## config.mk

```make
export PLATFORM = sky130hd
export DESIGN_NAME = fifo_wr_arbiter
export DESIGN_NICKNAME = d
export VERILOG_FILES = /design/src/rtl/fifo_pkg.sv /design/src/rtl/rr_pick.sv /design/src/rtl/fifo_wr_arbiter.sv
export SDC_FILE = /design/constraint.sdc
export NUM_CORES = 1
export LEC_CHECK = 0
export ABC_AREA = 1
export CAP_MARGIN = 30
export CORE_UTILIZATION = 37
export DETAILED_ROUTE_END_ITERATION = 10
export HOLD_SLACK_MARGIN = 0.02
export PLACE_DENSITY = 0.88
export REMOVE_ABC_BUFFERS = 1
export SYNTH_ARGS = -nofsm -noshare
export SYNTH_HDL_FRONTEND = slang
export SYNTH_HIERARCHICAL = 1
export SYNTH_SLANG_ARGS = --single-unit
```

## constraint.sdc

```tcl
create_clock -name I_CLK -period 2.8 [get_ports I_CLK]
set_clock_uncertainty 0.05 [all_clocks]
set_input_delay 0.56 -clock I_CLK [delete_from_list [all_inputs] [get_ports I_CLK]]
set_output_delay 0.56 -clock I_CLK [all_outputs]
set_load 0.02 [all_outputs]
```

## src/rtl/fifo_pkg.sv

```systemverilog
// Shared definitions for the FIFO write arbiter: FSM encoding, counter width, saturating increment.
package fifo_pkg;

  typedef enum logic {
    ST_IDLE  = 1'b0,
    ST_BURST = 1'b1
  } arb_state_t;

  localparam int BEAT_CNT_W = 16;

  function automatic logic [BEAT_CNT_W-1:0] sat_inc(input logic [BEAT_CNT_W-1:0] v);
    return (&v) ? v : v + 1'b1;
  endfunction

endpackage

```

## src/rtl/rr_pick.sv

```systemverilog
// Round-robin search: first set request at or above start, wrapping modulo N_REQ.
// Latency: combinational. Backpressure: none, pure function of inputs.
module rr_pick #(
  parameter int N_REQ = 4,
  parameter int IW    = $clog2(N_REQ)
) (
  input  logic [N_REQ-1:0] req,
  input  logic [IW-1:0]    start,
  output logic             vld,
  output logic [IW-1:0]    idx
);

  int k;

  // Walk offsets from farthest to nearest so the nearest match wins.
  always_comb begin
    vld = 1'b0;
    idx = '0;
    k   = 0;
    for (int i = N_REQ - 1; i >= 0; i--) begin
      k = int'(start) + i;
      if (k >= N_REQ) k = k - N_REQ;
      if (req[k]) begin
        vld = 1'b1;
        idx = IW'(k);
      end
    end
  end

endmodule

```

## src/rtl/fifo_wr_arbiter.sv

```systemverilog
// Burst round-robin arbiter sharing one FIFO write port; optional per-requester stats (FIFO_WR_ARB_STATS_EN).
// Latency: grant combinational, O_WE/O_DOUT one cycle after the accepted beat.
// Backpressure: no grant while FIFO full, or almost full with a write still in flight.
module fifo_wr_arbiter
  import fifo_pkg::*;
#(
  parameter int WIDTH     = 8,
  parameter int N_REQ     = 4,
  parameter int MAX_BURST = 4
) (
  input  logic                        I_CLK,
  input  logic                        I_RESET,
  input  logic [N_REQ-1:0]            I_REQ,
  input  logic [N_REQ*WIDTH-1:0]      I_DIN,
  output logic [N_REQ-1:0]            O_GNT,
  input  logic                        I_FULL,
  input  logic                        I_AFULL,
  output logic                        O_WE,
  output logic [WIDTH-1:0]            O_DOUT,
  output logic [$clog2(N_REQ)-1:0]    O_OWNER,
  output logic                        O_BUSY,
  output logic [N_REQ*BEAT_CNT_W-1:0] O_BEATS
);

  localparam int IW = $clog2(N_REQ);
  localparam int CW = $clog2(MAX_BURST + 1);

  arb_state_t    state_q;
  logic [IW-1:0] owner_q;
  logic [IW-1:0] rr_ptr_q;
  logic [CW-1:0] beats_q;

  logic          space;
  logic          cand_vld;
  logic [IW-1:0] cand_idx;
  logic [IW-1:0] xfer_idx;
  logic          xfer;

  function automatic logic [IW-1:0] next_idx(input logic [IW-1:0] i);
    return (int'(i) == N_REQ - 1) ? '0 : i + 1'b1;
  endfunction

  rr_pick #(.N_REQ(N_REQ), .IW(IW)) u_rr_pick (
    .req   (I_REQ),
    .start (rr_ptr_q),
    .vld   (cand_vld),
    .idx   (cand_idx)
  );

  // A write registered this cycle still lands, so almost-full must already block.
  assign space    = !I_FULL && !(O_WE && I_AFULL);
  assign xfer_idx = (state_q == ST_IDLE) ? cand_idx : owner_q;
  assign xfer     = |(O_GNT & I_REQ);

  always_comb begin
    O_GNT = '0;
    if (!I_RESET && space) begin
      if (state_q == ST_IDLE) begin
        if (cand_vld) O_GNT[cand_idx] = 1'b1;
      end else begin
        O_GNT[owner_q] = I_REQ[owner_q];
      end
    end
  end

  always_ff @(posedge I_CLK) begin
    if (I_RESET) begin
      state_q  <= ST_IDLE;
      owner_q  <= '0;
      rr_ptr_q <= '0;
      beats_q  <= '0;
      O_WE     <= 1'b0;
      O_DOUT   <= '0;
    end else begin
      O_WE <= xfer;
      if (xfer) O_DOUT <= I_DIN[int'(xfer_idx)*WIDTH +: WIDTH];
      case (state_q)
        ST_IDLE: begin
          if (xfer) begin
            owner_q <= cand_idx;
            beats_q <= CW'(1);
            if (MAX_BURST == 1) rr_ptr_q <= next_idx(cand_idx);
            else                state_q  <= ST_BURST;
          end
        end
        ST_BURST: begin
          if (!I_REQ[owner_q]) begin
            state_q  <= ST_IDLE;
            rr_ptr_q <= next_idx(owner_q);
          end else if (xfer) begin
            beats_q <= beats_q + 1'b1;
            if (beats_q == CW'(MAX_BURST - 1)) begin
              state_q  <= ST_IDLE;
              rr_ptr_q <= next_idx(owner_q);
            end
          end
        end
        default: state_q <= ST_IDLE;
      endcase
    end
  end

  assign O_OWNER = owner_q;
  assign O_BUSY  = (state_q == ST_BURST);

`ifdef FIFO_WR_ARB_STATS_EN
  logic [BEAT_CNT_W-1:0] beat_cnt_q [N_REQ];

  always_ff @(posedge I_CLK) begin
    if (I_RESET) begin
      for (int i = 0; i < N_REQ; i++) beat_cnt_q[i] <= '0;
    end else if (xfer) begin
      beat_cnt_q[xfer_idx] <= sat_inc(beat_cnt_q[xfer_idx]);
    end
  end

  for (genvar g = 0; g < N_REQ; g++) begin : g_beats
    assign O_BEATS[g*BEAT_CNT_W +: BEAT_CNT_W] = beat_cnt_q[g];
  end
`else
  assign O_BEATS = '0;
`endif

endmodule

```

After elaboration in Yosys (flattened, before gate mapping)
Index checks and enable logic that the tools add are counted.
{"block": "totals", "regBits": 17, "inputBits": 40, "output_inout_bits": 80, "elab_cells": 97}
{"block": "classes", "addsub": 9, "magnitude_cmp": 12, "n_eq_ne": 7, "shifts": 1, "mux": 47, "n_bitwise": 3, "reduce_logical": 12}
{"op": "32-bit by 4-bit < comparator with 1-bit output, second input constant", "count": 4}
{"op": "32-bit two-way mux", "count": 4}
{"op": "32-bit by 4-bit greater-or-equal comparator with 1-bit output, second input constant", "count": 3}
{"op": "32-bit by 4-bit subtractor with 32-bit output, second input constant", "count": 3}
{"op": "32-bit by 6-bit variable part select with 8-bit output", "count": 1}
{"op": "1-bit two-way mux", "count": 19}
{"op": "2-bit two-way mux", "count": 9}
{"op": "4-bit two-way mux", "count": 3}
{"op": "1-bit binary-select mux with 2-bit select", "count": 5}
{"op": "3-bit two-way mux", "count": 3}
{"op": "4-bit bitwise AND", "count": 2}
{"op": "2-bit by 2-bit adder with 3-bit output, second input constant", "count": 2}
{"op": "2-bit by 3-bit < comparator with 1-bit output, second input constant", "count": 2}
{"op": "2-bit by 1-bit != test with 1-bit output, second input constant", "count": 3}
{"op": "3-bit case mux with 2 select lines", "count": 1}
{"op": "3-bit AND reduction", "count": 2}
{"op": "1-bit logical AND", "count": 5}
{"op": "1-bit demux with 2-bit select", "count": 2}
{"op": "2-bit by 1-bit greater-or-equal comparator with 1-bit output, second input constant", "count": 2}
{"op": "2-bit != test, second input constant", "count": 2}
{"op": "4-bit OR reduction", "count": 1}
{"op": "2-bit by 3-bit subtractor with 4-bit output, second input constant", "count": 1}
{"op": "2-bit by 1-bit adder with 3-bit output, second input constant", "count": 1}
{"op": "3-bit by 1-bit adder with 3-bit output, second input constant", "count": 1}
{"op": "other kinds (8)", "count": 10}

Longest topological paths before layout
{"block": "logic_depth", "ltp_word": 22, "ltp_mapped": 20, "depth_no_buf": 20}

Modules after synthesis
The synthesis kept the hierarchy.
{"mod": "fifo_wr_arbiter", "n_inst": 1, "cells_per_inst": 251, "area_per_inst_um2": 1679.1, "seq_area_each_um2": 340.3}
{"mod": "rr_pick", "n_inst": 1, "cells_per_inst": 46, "area_per_inst_um2": 212.7, "seq_area_each_um2": 0.0}

Worst setup path before layout
Ideal clock, no wire load.
{"block": "synth_timing", "kind": "in2out", "from": "in I_REQ[3]", "to": "out O_GNT[1]", "arrival_ns": 1.821, "t_required_ns": 2.190, "path_slack_ns": 0.369, "stages": 12, "path_buffers": 0, "path_cell_list": "inv_1 nand2_2 and2_4 nand2_2 nand2_2 clkinv_2 nand3_1 nand2_1 inv_1 o31ai_2 nand2_1 nor2_1"}
{"block": "synth_via", "elab_chain_len": 14, "word_cells_on_any_way": 31, "classes_between": "order compare (2); mux (27); bitwise (1); reduce/logical (1)"}
{"element": "start, declared", "line": "fifo_wr_arbiter.sv:13", "rtl": "input logic [N_REQ-1:0] I_REQ,"}
{"element": "1-bit binary-select mux with 2-bit select", "line": "rr_pick.sv:23", "rtl": "if (req[k]) begin"}
{"element": "1-bit two-way mux (not written as such) (2 in a row)", "line": "rr_pick.sv:23"}
{"element": "2-bit two-way mux (3 in a row)", "line": "rr_pick.sv:23"}
{"element": "2-bit two-way mux (*)", "line": "rr_pick.sv:23"}
{"element": "net cand_idx[0]", "line": "fifo_wr_arbiter.sv:35", "rtl": "logic [IW-1:0] cand_idx;"}
{"element": "2-bit by 3-bit < comparator with 1-bit output (not written as such) / 2-bit by 1-bit greater-or-equal comparator with 1-bit output (equally long branches)", "line": "fifo_wr_arbiter.sv:59", "rtl": "if (cand_vld) O_GNT[cand_idx] = 1'b1;"}
{"element": "1-bit logical AND (not written as such)", "line": "fifo_wr_arbiter.sv:59"}
{"element": "1-bit two-way mux (not written as such)", "line": "fifo_wr_arbiter.sv:59"}
{"element": "1-bit demux with 2-bit select (*)", "line": "fifo_wr_arbiter.sv:59"}
{"element": "4-bit two-way mux (*)", "line": "fifo_wr_arbiter.sv:59"}
{"element": "4-bit two-way mux (*)", "line": "fifo_wr_arbiter.sv:58", "rtl": "if (state_q == ST_IDLE) begin"}
{"element": "4-bit two-way mux (*)", "line": "fifo_wr_arbiter.sv:57", "rtl": "if (!I_RESET && space) begin"}
{"element": "end, declared", "line": "fifo_wr_arbiter.sv:15", "rtl": "output logic [N_REQ-1:0] O_GNT,"}
The timed path passes the listed nets; every way through them passes the cells marked *. The select of a mux whose other input is x is not followed.

Final worst setup path
{"block": "layout_timing", "from": "in I_REQ[2]", "to": "out O_GNT[1]"}
The elaborated chain is that of the path after synthesis.

==> impl_metrics.ini <==
[synth]
synth_common_cells = buf_4, nand2_1, nor2_1, inv_1, o21ai_0
synth_edf_count = 0
post-synth-top-area-fraction = 0.254
synth_compound_area_frac = 0.145
synth_top_flop_cell = dfxtp_1
syn-cell-area_mm2 = 0.00189
syn_area_per_cell_um2 = 6.37
syn_inst = 297
synth_adder_area_share = 0.0397
synth_warnings = 6
synth-xor-area-share = 0
ys_seq_area_frac = 0.180
synth_top_cell_by_area = buf_4
synth_area_leaders = buf_4, dfxtp_1, nand2_1, nor2_1, o21ai_0
post-synth-top-count-cell = buf_4
synth.area.mux_share = 0
synth_cell_types = 29
synth-seq-cells = 17
synthSimpleGateAreaFrac = 0.296
ys_async_sr_fraction = 0
synth_top_family_by_area = buffers and inverters

[critical_path]
path_common_cell = nand2_1
path_cells = dlygate4sd2_1 -> inv_1 -> nand2_1 -> and2_4 -> nand2_2 -> nand2_2 -> clkinv_2 -> nand2_1 -> nand2_1 -> nand2_2 -> inv_2 -> o31ai_4 -> nand2_1 -> nor2_1 -> buf_4
crit_slowest_cell = dlygate4sd2_1
max_stage_delay_ps = 240
crit_path_end_kind = output port
cp.required_ps = 2190
critPathArrivalTime_ps = 2060
path_delay_family = simple AND/OR/NAND/NOR gates
critPathKind = input port to output port
cp.buffers_inverters = 5
critPathLaunchType = input port
rrSetupSlack_ps = 210
crit_fanout = 4

[place]
placed_cells = 430
dp_slack_ps = -700
routabilityCongestion = 0.832
post-dp-hpwl_mm = 3.44
io_buffers = 55

[die]
io_pins = 120
chipWidth_um = 73.5
rows = 25
core_area_mm2 = 0.00482
initial_core_util = 0.393
dieArea_mm2 = 0.00540
die_height_um = 73.5

[final_layout]
fill_cells = 479
drive_gt1_frac = 0.171
stdcell_count = 435
area_delta_synth_final_pct = 31.3
num_antenna_cells = 0
nets = 415

[power]
irDropWorstVdd_mv = 0.263
power_density_mw_per_mm2 = 585
finalPower_mw = 1.45
p_leak_nw = 1.19

[detailed_routing]
firstDrtPassIters = 4
via_per_inst = 4.37
drcViolationCount = 0
antenna_left = 0
vias = 1903
wl_per_cell_um = 10.1
drt-total-wl_mm = 4.41
drt_iter0_drc = 81

[clock_network]
h-tree-depth = 1
cts_tree = built
cts_buffers = 3
clockRootBuffer = clkbuf_8
clock_sinks = 17
clkLatencyLatePin_ps = 260
ctsHoldBuffers = 0
clk_pin_slew_ps = 70
cts_buffer_depth = 2

[global_route]
antenna_found_initial = 0
grt_usage = 0.163
grt_max_degree = 17
grt_pass1_wl_mm = 7.06
grt_pass1_vias = 1691
grt_overflow = 0

[sta]
setup_ws_ps = 134
final-hold-violation-count = 0
clock.fmax_mhz = 375
post-route-period-util = 0.952
rsz0062_at_grt = true
setup_viol = 0
fin_crit_ps = 2670
slew_violations = 0
setup_tns_ps = 0

[outcome]
outcome = finished, final reports clean

[worst_hold_path]
hold_path.class = flop to flop

[run]
maxCapViolCount = 0
area by class of cell:
| type | instances | area [um^2] | share of cell area |
|---|---|---|---|
| clock buffer | 3 | 41.3 | 0.0166 |
| timing repair buffer | 75 | 683 | 0.275 |
| inverter | 28 | 106 | 0.0428 |
| multi-input combinational | 244 | 1220 | 0.493 |
| clock inverter | 1 | 5.00 | 0.00202 |
| sequential | 17 | 340 | 0.137 |
| tap | 67 | 83.8 | 0.0338 |
worst reg2reg max path, stage by stage, from the launching register on:
cell,delay (ps)
dfxtp_1,400
buf_6,170
nand2_1,90
o21ai_4,80
nand2_1,90
nand3_1,110
nand3_1,90
nand2_2,140
inv_2,80
o31ai_4,190
buf_4,150
buf_4,100
nand4_1,120
nand2_2,130
inv_1,60
nand2_2,80
nand2_1,100
o21ai_0,210
a21oi_1,60
flip-flops by register name (all words and copies together), names as in the netlist:
| name | count |
|---|---|
| rr_ptr_q | 2 |
| O_DOUT | 8 |
| O_OWNER | 2 |
| O_WE | 1 |
| beats_q | 3 |
| O_BUSY | 1 |
repair_timing:
item,4_1_cts,5_1_grt
setup endpoints to repair,7,4
resized for setup,28,15
setup buffers,1,0
pin swaps,4,4
cells by family after synthesis:
| kind of cell | after synthesis |
|---|---|
| flops | 17 |
| compound gates | 48 |
| buf+inv | 99 |
| simple gates | 126 |
| other cells | 1 |
| fa+ha+maj | 6 |
cell usage in the layout, fill, tap and decap left out, drive strengths merged, types with 6 or more instances in the layout:
cell / n
a21oi: 10
buf: 24
clkdlybuf4s50: 47
conb: 64
dfxtp: 17
ha: 6
inv: 26
nand2: 61
nand3: 17
nand4: 6
nor2: 39
o21ai: 27
o22ai: 8
through the flow:
step                       util  area, um^2  hold WS (ps)
after floorplan               -        1600           388
after global placement    0.492        2370           401
after detailed placement  0.492        2370           407
after CTS                 0.504        2430           419
after global routing      0.516        2480           445
final                     0.516        2480           415
path summary, 6_finish.rpt:
path | cells after the start | to | start
setup / recovery | 15 | O_GNT[1] | I_REQ[2]
hold / removal | 2 | beats_q[2]$_SDFFE_PP0P_ | beats_q[2]$_SDFFE_PP0P_
hold reg to reg | 2 | beats_q[2]$_SDFFE_PP0P_ | beats_q[2]$_SDFFE_PP0P_
setup reg to reg | 18 | O_OWNER[0]$_SDFFE_PP0P_ | rr_ptr_q[0]$_SDFFE_PP0P_
power breakdown:
part	switching [mW]	internal (mW)
registers	0.0357	0.287
clock network	0.0896	0.0989
logic	0.561	0.381
metal layers:
layer	track usage	part of all wire
met1	0.190	0.42
met2	0.308	0.50
met3	0.0261	0.072
met4	0.0385	0.0077
met5	0	0
Note: power is estimated with default switching activity, not from simulation.
